## src/rtl/clk_div_pkg.sv

```systemverilog
// Shared types and constants for the multi-channel clock divider.
package clk_div_pkg;

  localparam int MIN_DIV = 2;

  typedef enum logic {
    DIV_TOGGLE = 1'b0,
    DIV_PULSE  = 1'b1
  } div_mode_e;

  typedef enum logic [1:0] {
    IDLE     = 2'd0,
    RUN      = 2'd1,
    STOPPING = 2'd2
  } chan_state_e;

endpackage

```

## src/rtl/clk_div_multi_if.sv

```systemverilog
// Ratio/mode write port of the clock divider: one strobe, one-cycle ack/err reply.
interface clk_div_multi_if #(
  parameter int CH = 4,
  parameter int DW = 16
);
  localparam int SW = (CH > 1) ? $clog2(CH) : 1;

  logic          div_wr;
  logic [SW-1:0] div_sel;
  logic [DW-1:0] div_val;
  logic          div_mode;
  logic          div_ack;
  logic          div_err;

  modport master (output div_wr, div_sel, div_val, div_mode, input div_ack, div_err);
  modport slave  (input div_wr, div_sel, div_val, div_mode, output div_ack, div_err);
endinterface

```

## src/rtl/clk_div_chan.sv

```systemverilog
// One divider channel: period counter, run/stop FSM and boundary-applied shadow ratio.
//   state    | meaning
//   IDLE     | stopped, cnt = 0, outputs low; shadow applies on any edge
//   RUN      | counting periods while en is high
//   STOPPING | en dropped; finish current period, then IDLE
module clk_div_chan
  import clk_div_pkg::*;
#(
  parameter int DW      = 16,
  parameter int RST_DIV = 4
) (
  input  logic          I_CLK,
  input  logic          rst_n,
  input  logic          en,
  input  logic          wr,
  input  logic [DW-1:0] wr_val,
  input  div_mode_e     wr_mode,
  output logic          clk,
  output logic          tick,
  output logic          busy
);

  localparam int W1 = DW + 1;

  chan_state_e   state, state_n;
  logic [DW-1:0] cnt, cnt_n;
  logic [DW-1:0] ratio, ratio_n, shadow_val;
  div_mode_e     mode, mode_n, shadow_mode;
  logic          pending;
  logic          boundary;
  logic          tick_n, clk_n;
  logic [DW:0]   half_n;

  always_comb begin
    boundary = (state == IDLE) || tick;
    ratio_n  = (boundary && pending) ? shadow_val  : ratio;
    mode_n   = (boundary && pending) ? shadow_mode : mode;

    if (state == IDLE)
      state_n = en ? RUN : IDLE;
    else if (tick)
      state_n = en ? RUN : IDLE;
    else
      state_n = en ? RUN : STOPPING;

    if (state_n == IDLE || boundary)
      cnt_n = '0;
    else
      cnt_n = cnt + DW'(1);

    // Computed one bit wider so D = 2^DW-1 does not wrap.
    half_n = ({1'b0, ratio_n} + W1'(1)) >> 1;
    tick_n = (state_n != IDLE) && (cnt_n == ratio_n - DW'(1));
    if (state_n == IDLE)
      clk_n = 1'b0;
    else if (mode_n == DIV_PULSE)
      clk_n = tick_n;
    else
      clk_n = ({1'b0, cnt_n} < half_n);
  end

  always_ff @(posedge I_CLK or negedge rst_n) begin
    if (!rst_n) begin
      state       <= IDLE;
      cnt         <= '0;
      ratio       <= DW'(RST_DIV);
      mode        <= DIV_TOGGLE;
      shadow_val  <= DW'(RST_DIV);
      shadow_mode <= DIV_TOGGLE;
      pending     <= 1'b0;
      clk         <= 1'b0;
      tick        <= 1'b0;
      busy        <= 1'b0;
    end else begin
      state <= state_n;
      cnt   <= cnt_n;
      ratio <= ratio_n;
      mode  <= mode_n;
      clk   <= clk_n;
      tick  <= tick_n;
      busy  <= (state_n != IDLE);
      // A write on a boundary edge stays pending; the old shadow is what applies.
      if (wr) begin
        shadow_val  <= wr_val;
        shadow_mode <= wr_mode;
        pending     <= 1'b1;
      end else if (boundary) begin
        pending <= 1'b0;
      end
    end
  end

endmodule

```

## src/rtl/clk_div_multi.sv

```systemverilog
// Multi-channel programmable clock divider: write decode, ack/err, CH channel instances.
module clk_div_multi
  import clk_div_pkg::*;
#(
  parameter int CH      = 4,
  parameter int DW      = 16,
  parameter int RST_DIV = 4
) (
  input  logic            I_CLK,
  input  logic            rst_n,
  input  logic [CH-1:0]   en,
  clk_div_multi_if.slave  bus,
  output logic [CH-1:0]   O_CLK,
  output logic [CH-1:0]   O_TICK,
  output logic [CH-1:0]   O_BUSY
);

  localparam int SW = (CH > 1) ? $clog2(CH) : 1;

  logic [CH-1:0] hit;
  logic          val_ok;
  logic          wr_ok;

  always_comb begin
    hit = '0;
    for (int i = 0; i < CH; i++)
      hit[i] = (bus.div_sel == SW'(i));
  end

  assign val_ok = (bus.div_val >= DW'(MIN_DIV));
  assign wr_ok  = bus.div_wr && val_ok && (|hit);

  always_ff @(posedge I_CLK or negedge rst_n) begin
    if (!rst_n) begin
      bus.div_ack <= 1'b0;
      bus.div_err <= 1'b0;
    end else begin
      bus.div_ack <= wr_ok;
      bus.div_err <= bus.div_wr && !wr_ok;
    end
  end

  for (genvar g = 0; g < CH; g++) begin : g_chan
    clk_div_chan #(
      .DW      (DW),
      .RST_DIV (RST_DIV)
    ) u_chan (
      .I_CLK   (I_CLK),
      .rst_n   (rst_n),
      .en      (en[g]),
      .wr      (wr_ok && hit[g]),
      .wr_val  (bus.div_val),
      .wr_mode (div_mode_e'(bus.div_mode)),
      .clk     (O_CLK[g]),
      .tick    (O_TICK[g]),
      .busy    (O_BUSY[g])
    );
  end

endmodule

```

## src/flat_wrapper.sv

```systemverilog
// flat-port wrapper written by rule: the top's interface ports become plain ports
module clk_div_multi_flat import clk_div_pkg::*;
#(
  parameter int CH      = 4,
  parameter int DW      = 16,
  parameter int RST_DIV = 4
)
  (I_CLK, rst_n, en, O_CLK, O_TICK, O_BUSY, bus_div_wr, bus_div_sel, bus_div_val, bus_div_mode, bus_div_ack, bus_div_err);
  clk_div_multi_if #(.CH(CH), .DW(DW)) bus_i ();
  input  logic I_CLK;
  input  logic rst_n;
  input  logic [CH-1:0] en;
  output logic [CH-1:0] O_CLK;
  output logic [CH-1:0] O_TICK;
  output logic [CH-1:0] O_BUSY;
  input wire logic [$bits(bus_i.div_wr)-1:0] bus_div_wr;
  input wire logic [$bits(bus_i.div_sel)-1:0] bus_div_sel;
  input wire logic [$bits(bus_i.div_val)-1:0] bus_div_val;
  input wire logic [$bits(bus_i.div_mode)-1:0] bus_div_mode;
  output wire logic [$bits(bus_i.div_ack)-1:0] bus_div_ack;
  output wire logic [$bits(bus_i.div_err)-1:0] bus_div_err;
  assign bus_i.div_wr = bus_div_wr;
  assign bus_i.div_sel = bus_div_sel;
  assign bus_i.div_val = bus_div_val;
  assign bus_i.div_mode = bus_div_mode;
  assign bus_div_ack = bus_i.div_ack;
  assign bus_div_err = bus_i.div_err;
  clk_div_multi #(.CH(CH), .DW(DW), .RST_DIV(RST_DIV)) u_core (.I_CLK(I_CLK), .rst_n(rst_n), .en(en), .bus(bus_i), .O_CLK(O_CLK), .O_TICK(O_TICK), .O_BUSY(O_BUSY));
endmodule
```

## config.mk

```make
export PLATFORM = sky130hd
export DESIGN_NAME = clk_div_multi_flat
export DESIGN_NICKNAME = d
export VERILOG_FILES = /design/src/rtl/clk_div_pkg.sv /design/src/rtl/clk_div_multi_if.sv /design/src/rtl/clk_div_chan.sv /design/src/rtl/clk_div_multi.sv /design/src/flat_wrapper.sv
export SDC_FILE = /design/constraint.sdc
export NUM_CORES = 1
export LEC_CHECK = 0
export CAP_MARGIN = 40
export CORE_MARGIN = 8
export CORE_UTILIZATION = 40
export DETAILED_ROUTE_END_ITERATION = 12
export GPL_TIMING_DRIVEN = 0
export SLEW_MARGIN = 20
export SYNTH_ARGS = -nofsm -noshare
export SYNTH_HDL_FRONTEND = slang
export SYNTH_SLANG_ARGS = --single-unit
export TNS_END_PERCENT = 100
```

## constraint.sdc

```tcl
create_clock -name I_CLK -period 3.8 [get_ports I_CLK]
set_input_delay 0.76 -clock I_CLK [delete_from_list [all_inputs] [get_ports I_CLK]]
set_output_delay 0.76 -clock I_CLK [all_outputs]
set_load 0.05 [all_outputs]
```

# Word level (Yosys, flattened, before mapping)
# Cells that the tools add are included.
# W data, S select, Z words.
dict set report classes {
  addsub 12
  magnitude_cmp 5
  n_eq_ne 7
  muxes 44
  reduce_logical 42
}
# cell count
set op_table {}
lappend op_table {{$mux W16} 8}
lappend op_table {{$add A16 B1 Y17 const B} 4}
lappend op_table {{$add A16 B1 Y16 const B} 4}
lappend op_table {{$eq A16 B16 Y1} 4}
lappend op_table {{$lt A16 B16 Y1} 4}
lappend op_table {{$sub A16 B1 Y16 const B} 4}
lappend op_table {{$mux W1} 24}
lappend op_table {{$mux W2} 12}
lappend op_table {{$logic_not A2 Y1} 9}
lappend op_table {{$ge A16 B2 Y1 const B} 1}
lappend op_table {{$reduce_bool A2 Y1} 8}
lappend op_table {{$logic_and A1 B1 Y1} 15}
lappend op_table {{$logic_or A1 B1 Y1} 8}
lappend op_table {{$eq A2 B2 Y1 const B} 2}
lappend op_table {{$reduce_or A4 Y1} 1}
lappend op_table {{$eq A2 B1 Y1 const B} 1}
lappend op_table {{$logic_not A1 Y1} 1}
dict set report word_totals {
  ff_bits 226
}

# Logic depth before layout (Yosys ltp)
dict set report logic_depth {
  ltp_word 10
  depth_mapped 19
}

# By module
# Synthesis repeated with hierarchy kept, for this count alone.
dict set report unflattened {
  cells_unflattened 1540
  hier_area_um2 15023.2
}
# module n_inst cells_each area_each_um2
set by_module_without_submodules {}
lappend by_module_without_submodules {{clk_div_chan at u_core.g_chan[0].u_chan ...} 2 381 3677.3}
lappend by_module_without_submodules {{clk_div_chan at u_core.g_chan[1].u_chan} 1 400 3843.7}
lappend by_module_without_submodules {{clk_div_chan at u_core.g_chan[3].u_chan} 1 364 3693.5}
lappend by_module_without_submodules {clk_div_multi 1 14 131.4}

# Worst setup path after synthesis
# OpenSTA, ideal clock, no wires.
dict set report synth_path {
  path_kind {reg-to-reg}
  startpoint {register u_core.g_chan[2].u_chan.state[1]}
  endpoint {register u_core.g_chan[2].u_chan.clk}
  setup_ns 0.065
  arrival_time_ns 3.523
  required_time_ns 3.735
  setup_slack_ns 0.212
  stages_incl_launch_ff 16
  path_cell_list {dfrtp_1 -> o21bai_1 -> clkbuf_1 -> buf_1 -> clkbuf_1 -> nand4_1 -> a21boi_0 -> nand2_1 -> nor3b_1 -> nand3_1 -> xnor2_1 -> ha_1 -> a21o_1 -> a21o_1 -> a2111oi_0 -> o21a_1}
}
dict set report synth_via {
  elab_chain_cells 9
  elab_cells_between_ends 17
  classes_between {add/sub (2); order compare (1); eq/ne (1); mux (6); reduce/logical (7)}
}
# item line_no
set synth_lines {}
lappend synth_lines {{start, declared} clk_div_chan.sv:25} ;# chan_state_e state, state_n;
lappend synth_lines {{start signal, assigned} clk_div_chan.sv:75} ;# state <= state_n;
lappend synth_lines {{$logic_not A2 Y1 *} {clk_div_chan.sv:35, clk_div_chan.sv:39}}
lappend synth_lines {{branches (longest 7 deep; another with $add A16 B1 Y17)} n/a}
lappend synth_lines {{$mux W1 *} clk_div_chan.sv:54} ;# if (state_n == IDLE)
lappend synth_lines {{via u_core.g_chan[2].u_chan.clk_n} clk_div_chan.sv:31} ;# logic tick_n, clk_n;
lappend synth_lines {{end signal, assigned} clk_div_chan.sv:79} ;# clk <= clk_n;
lappend synth_lines {{end, declared} clk_div_chan.sv:18} ;# output logic clk,
# Mark *: on every way through the listed nets, which the timed path passes.
# A chain may end at the register's enable or synchronous reset.

# Worst setup path in the final report
dict set report layout_path {
  startpoint {register u_core.g_chan[1].u_chan.tick}
  endpoint {register u_core.g_chan[1].u_chan.clk}
}
dict set report layout_via {
  elab_chain_cells 9
  elab_cells_between_ends 17
  classes_between {add/sub (2); order compare (1); eq/ne (1); mux (7); reduce/logical (6)}
}
# item line_no
set layout_lines {}
lappend layout_lines {{start, declared} clk_div_chan.sv:19} ;# output logic tick,
lappend layout_lines {{start signal, assigned} clk_div_chan.sv:80} ;# tick <= tick_n;
lappend layout_lines {{branches (longest 8 deep; another with $add A16 B1 Y17)} n/a}
lappend layout_lines {{$mux W1 *} clk_div_chan.sv:54}
lappend layout_lines {{via u_core.g_chan[1].u_chan.clk_n} clk_div_chan.sv:31}
lappend layout_lines {{end signal, assigned} clk_div_chan.sv:79}
lappend layout_lines {{end, declared} clk_div_chan.sv:18}
# Marked as above.

==> results by stage <==
Pwr:
- For this design the ratio of total power to cell area is 592.3 nW/um2.
- For this design the static power due to leakage is 7.208 nW.
- The total power is 0.009843 W.
- The worst-case IR drop observed on VDD is 0.0004212 V.

Routing:
- In the routed design, unresolved DRC markers number 0.
- Summing over every cut layer, the via total after detailed routing is 11240.
- The mean number of vias per cell is 5.603.
- The wire length reported by the detailed router is 36.68 mm.
- For this block, the initial DRC count from the detailed router was 635.
- The routed wire length per instance is 18.29 um.
- The detail route stage leaves a number of antenna-violating nets equal to 0.
- The first TritonRoute pass finished after 5 iterations.

Yosys:
- The number of storage elements in the synthesis netlist is 226.
- The post-synthesis cell type with the largest combined area is sky130_fd_sc_hd__dfrtp_1.
- Summing every instance area after synthesis gives 14220 um2.
- sky130_fd_sc_hd__dfrtp_1 is the most common cell in the netlist.
- The mean instance size in the synthesized netlist is 9.878 um2.
- Yosys attributes the largest share of cell area to sky130_fd_sc_hd__dfrtp_1 (38%), sky130_fd_sc_hd__mux2_2 (6.7%), sky130_fd_sc_hd__xnor2_1 (6.7%).
- Synthesis instantiated 78 different standard cells from the library.
- Yosys mapped a number of flops with a built-in enable equal to 0.
- The cell count after synthesis is 1440.
- Synthesis produced a netlist with a net count of 1537.
- The share of async-settable or async-resettable flops after synthesis is 1.000.
- The commonest cells after synthesis are sky130_fd_sc_hd__dfrtp_1 (218), sky130_fd_sc_hd__xnor2_1 (108), sky130_fd_sc_hd__nor2_1 (100).
- Of the post-synthesis cell area, the dominant cell type holds 0.3835.
- Yosys printed 0 warnings.
- The main flop type after synthesis is sky130_fd_sc_hd__dfrtp_1.
- The sequential area share after synthesis is 0.3983.

Die:
- The height of the die is 204.6 um.
- 40 I/O pins were placed.
- The width of the die is 204.6 um.
- The floorplan die area is 41850 um2.
- The number of cell rows is 69.
- The standard cell core area is 35310 um2.
- For this configuration, the core starts out at a cell density of 0.4028.

Critical path:
- The worst reg2reg path endpoint is u_core.g_chan[1].u_chan.clk.
- The setup check on the worst reg-to-reg path leaves a slack of 0.17 ns.
- The launching point of the worst reg2reg path is u_core.g_chan[1].u_chan.tick.
- The type of origin of the critical path is a flip-flop.
- At the worst endpoint, the required time is 4.26 ns.
- For the worst flop-to-flop path, the logic depth is 15.
- The critical path in this run is classified as flip-flop to flip-flop.
- For the worst setup path, the data arrival time is 4.09 ns.
- STA classifies the critical path endpoint as a flip-flop.
- The largest fanout on the critical path is 10.

GRT:
- The global-route wire length before repair is 59.41 mm.
- The number of global-route vias before repair is 11190.
- Global routing finished with a remaining overflow of 0.
- The number of antenna violations at the first check in global routing is 0.
- In the global route stage, overall resource usage came out at 0.1738.
- The pin count of the biggest net entering global routing is 94.

CTS:
- The total clock sinks is 226.
- TritonCTS built the clock tree.
- The CTS root buffer is sky130_fd_sc_hd__clkbuf_16.
- CTS built an H-tree with a depth of 1.
- After clock tree synthesis, the clock-pin slew on the worst setup and hold paths is 0.06 ns.
- The later pin in the worst-skew pair is clocked with a latency of 0.54 ns.
- The clock passes through at most 3 buffers.
- The number of CTS-inserted buffers is 26.

Placement:
- After legalization and detailed placement, the total HPWL measured 26.97 mm.
- The congestion estimate from routability-driven global placement came to 0.8834.
- At the placement stage, the worst setup path has a slack of -1.059 ns.
- Buffers placed on the I/O ports in this run total 39.

STA:
- Setup violations remaining at the end of the flow were counted as 0.
- The final worst slack is 0.1722 ns.
- The measured slew at the worst slew-check pin is 0.7232 ns.
- The clock skew after layout is 0.01092 ns.
- Summed over all failing endpoints, the final setup total negative slack is 0 ns.
- The max-slew violation count is 0.
- The routed design could run at a clock period as short as 3.628 ns.
- Of the available clock period, the critical path in the final layout requires 0.9547.
- The normalized max-slew margin is 0.5041.
- The maximum clock rate is 0.2756 GHz.
- The number of hold violations in the final report was 0.

Job:
- The number of max-cap violations is 0.

Cells and area:
- Relative to the synthesized area, the layout overhead comes to 16.83%.
- The count of nets after finishing is 1620.
- Once layout is complete, the utilization of the core stands at 0.4706.
- Of the cells placed in the final design, the portion with a size suffix greater than 1 is 0.1549.

Outcome:
- The flow ran to the end, and the final reports show no timing, DRC or antenna violations.

Worst hold path:
- The min-delay analysis places its worst path in the category primary input to async pin.
-- power breakdown --
group	leakage [nW]	switching (W)	internal, W
sequential	2.81	0.000415	0.00295
combinational	3.95	0.00214	0.00166
clock	0.445	0.00105	0.00163
-- metal layers --
| layer | vias up | GRT usage | wire [um] |
|---|---|---|---|
| li1 | 5399 | - | - |
| met3 | 65 | 0.02530 | 1512 |
| met1 | 5547 | 0.2396 | 17430 |
| met5 | - | 0 | 0 |
| met4 | 0 | 0.05400 | 958 |
| met2 | 224 | 0.2787 | 16770 |
-- final cells by class --
cell class,count,area [um2]
fill,3289,18690
multi-input combinational,1091,8304
sequential,226,5667
clock buffer,31,720.7
tap,461,576.8
timing repair buffer,57,565.5
inverter,80,300.3
buffer,41,267.8
clock inverter,17,212.7
antenna,1,2.502
-- logic make-up (layout without fill, tap and decap cells) --
kind of cell | Yosys count | in the layout | synth area share
and+or+nand+nor | 503 | 503 | 0.1881
muxes | 145 | 145 | 0.1098
xor gates and xnor gates | 149 | 149 | 0.1017
DFF | 226 | 226 | 0.3983
adders and majority gates | 71 | 71 | 0.06246
other | 0 | 1 | 0
buffers and inverters | 123 | 226 | 0.03615
AOI/OAI and AO/OA | 223 | 223 | 0.1035
-- flip-flops by register name, summed over array words and instances, names as in the netlist --
signal	cells
u_core.bus.div_ack	1
u_core.g_chan.u_chan.shadow_val	64
u_core.g_chan.u_chan.clk	4
u_core.g_chan.u_chan.ratio	64
u_core.bus.div_err	1
u_core.g_chan.u_chan.pending	4
u_core.g_chan.u_chan.shadow_mode	4
u_core.g_chan.u_chan.mode	4
u_core.g_chan.u_chan.tick	4
u_core.g_chan.u_chan.cnt	64
u_core.g_chan.u_chan.state	8
u_core.g_chan.u_chan.busy	4
-- how the worst max path moves through the flow --
| stage | from | end | depth (start not counted) |
|---|---|---|---|
| after global placement | rst_n | u_core.g_chan[0].u_chan.busy | 1 |
| after CTS | u_core.g_chan[1].u_chan.tick | u_core.g_chan[1].u_chan.clk | 17 |
| after floorplan | u_core.g_chan[2].u_chan.state[1] | u_core.g_chan[2].u_chan.clk | 15 |
| final | u_core.g_chan[1].u_chan.tick | u_core.g_chan[1].u_chan.clk | 15 |
| after detailed placement | u_core.g_chan[2].u_chan.tick | u_core.g_chan[2].u_chan.clk | 14 |
| after global routing | u_core.g_chan[1].u_chan.tick | u_core.g_chan[1].u_chan.clk | 15 |
-- placed cells by master (no fill, tap or decap), drive strengths merged, types with 46 or more instances in the layout --
master	netlist	routed
dfrtp	218	218
nor2	100	100
nand2	74	74
clkbuf	23	52
mux2i	60	60
o21ai	62	62
mux2	85	85
xnor2	108	108
nor3	47	47
inv	80	81
nand3	73	73
a21oi	46	46
ha	71	71
-- stage by stage --
step	cell area [um2]	cells	hold slack, ns
after floorplan	14220	1440	0.4616
after global placement	15190	1940	0.4856
after detailed placement	15260	1943	0.4891
after CTS	16330	1992	0.1540
after global routing	16610	2004	0.1762
final	16620	2005	0.1528
-- what timing repair did --
action | CTS | global route
endpoints found under the hold margin | 0 | 0
gates resized for setup | 39 | 47
buffers inserted | 3 | 11
hold buffers | 0 | 0
endpoints found under the setup margin | 5 | 4
pin swaps | 4 | 6
-- worst max-delay path, stage by stage, from the launching register on --
cell	delay, ns
sky130_fd_sc_hd__dfrtp_1	0.40
sky130_fd_sc_hd__o21bai_4	0.22
sky130_fd_sc_hd__nand2_4	0.12
sky130_fd_sc_hd__buf_8	0.16
sky130_fd_sc_hd__buf_8	0.16
sky130_fd_sc_hd__mux2i_4	0.27
sky130_fd_sc_hd__nand3_2	0.12
sky130_fd_sc_hd__or3_4	0.35
sky130_fd_sc_hd__or3_1	0.37
sky130_fd_sc_hd__nor4_2	0.27
sky130_fd_sc_hd__xnor2_1	0.16
sky130_fd_sc_hd__ha_1	0.26
sky130_fd_sc_hd__a21o_1	0.18
sky130_fd_sc_hd__a211oi_2	0.26
sky130_fd_sc_hd__nand2_1	0.13
sky130_fd_sc_hd__a21boi_1	0.14
Note: power is estimated with default switching activity, not from simulation.
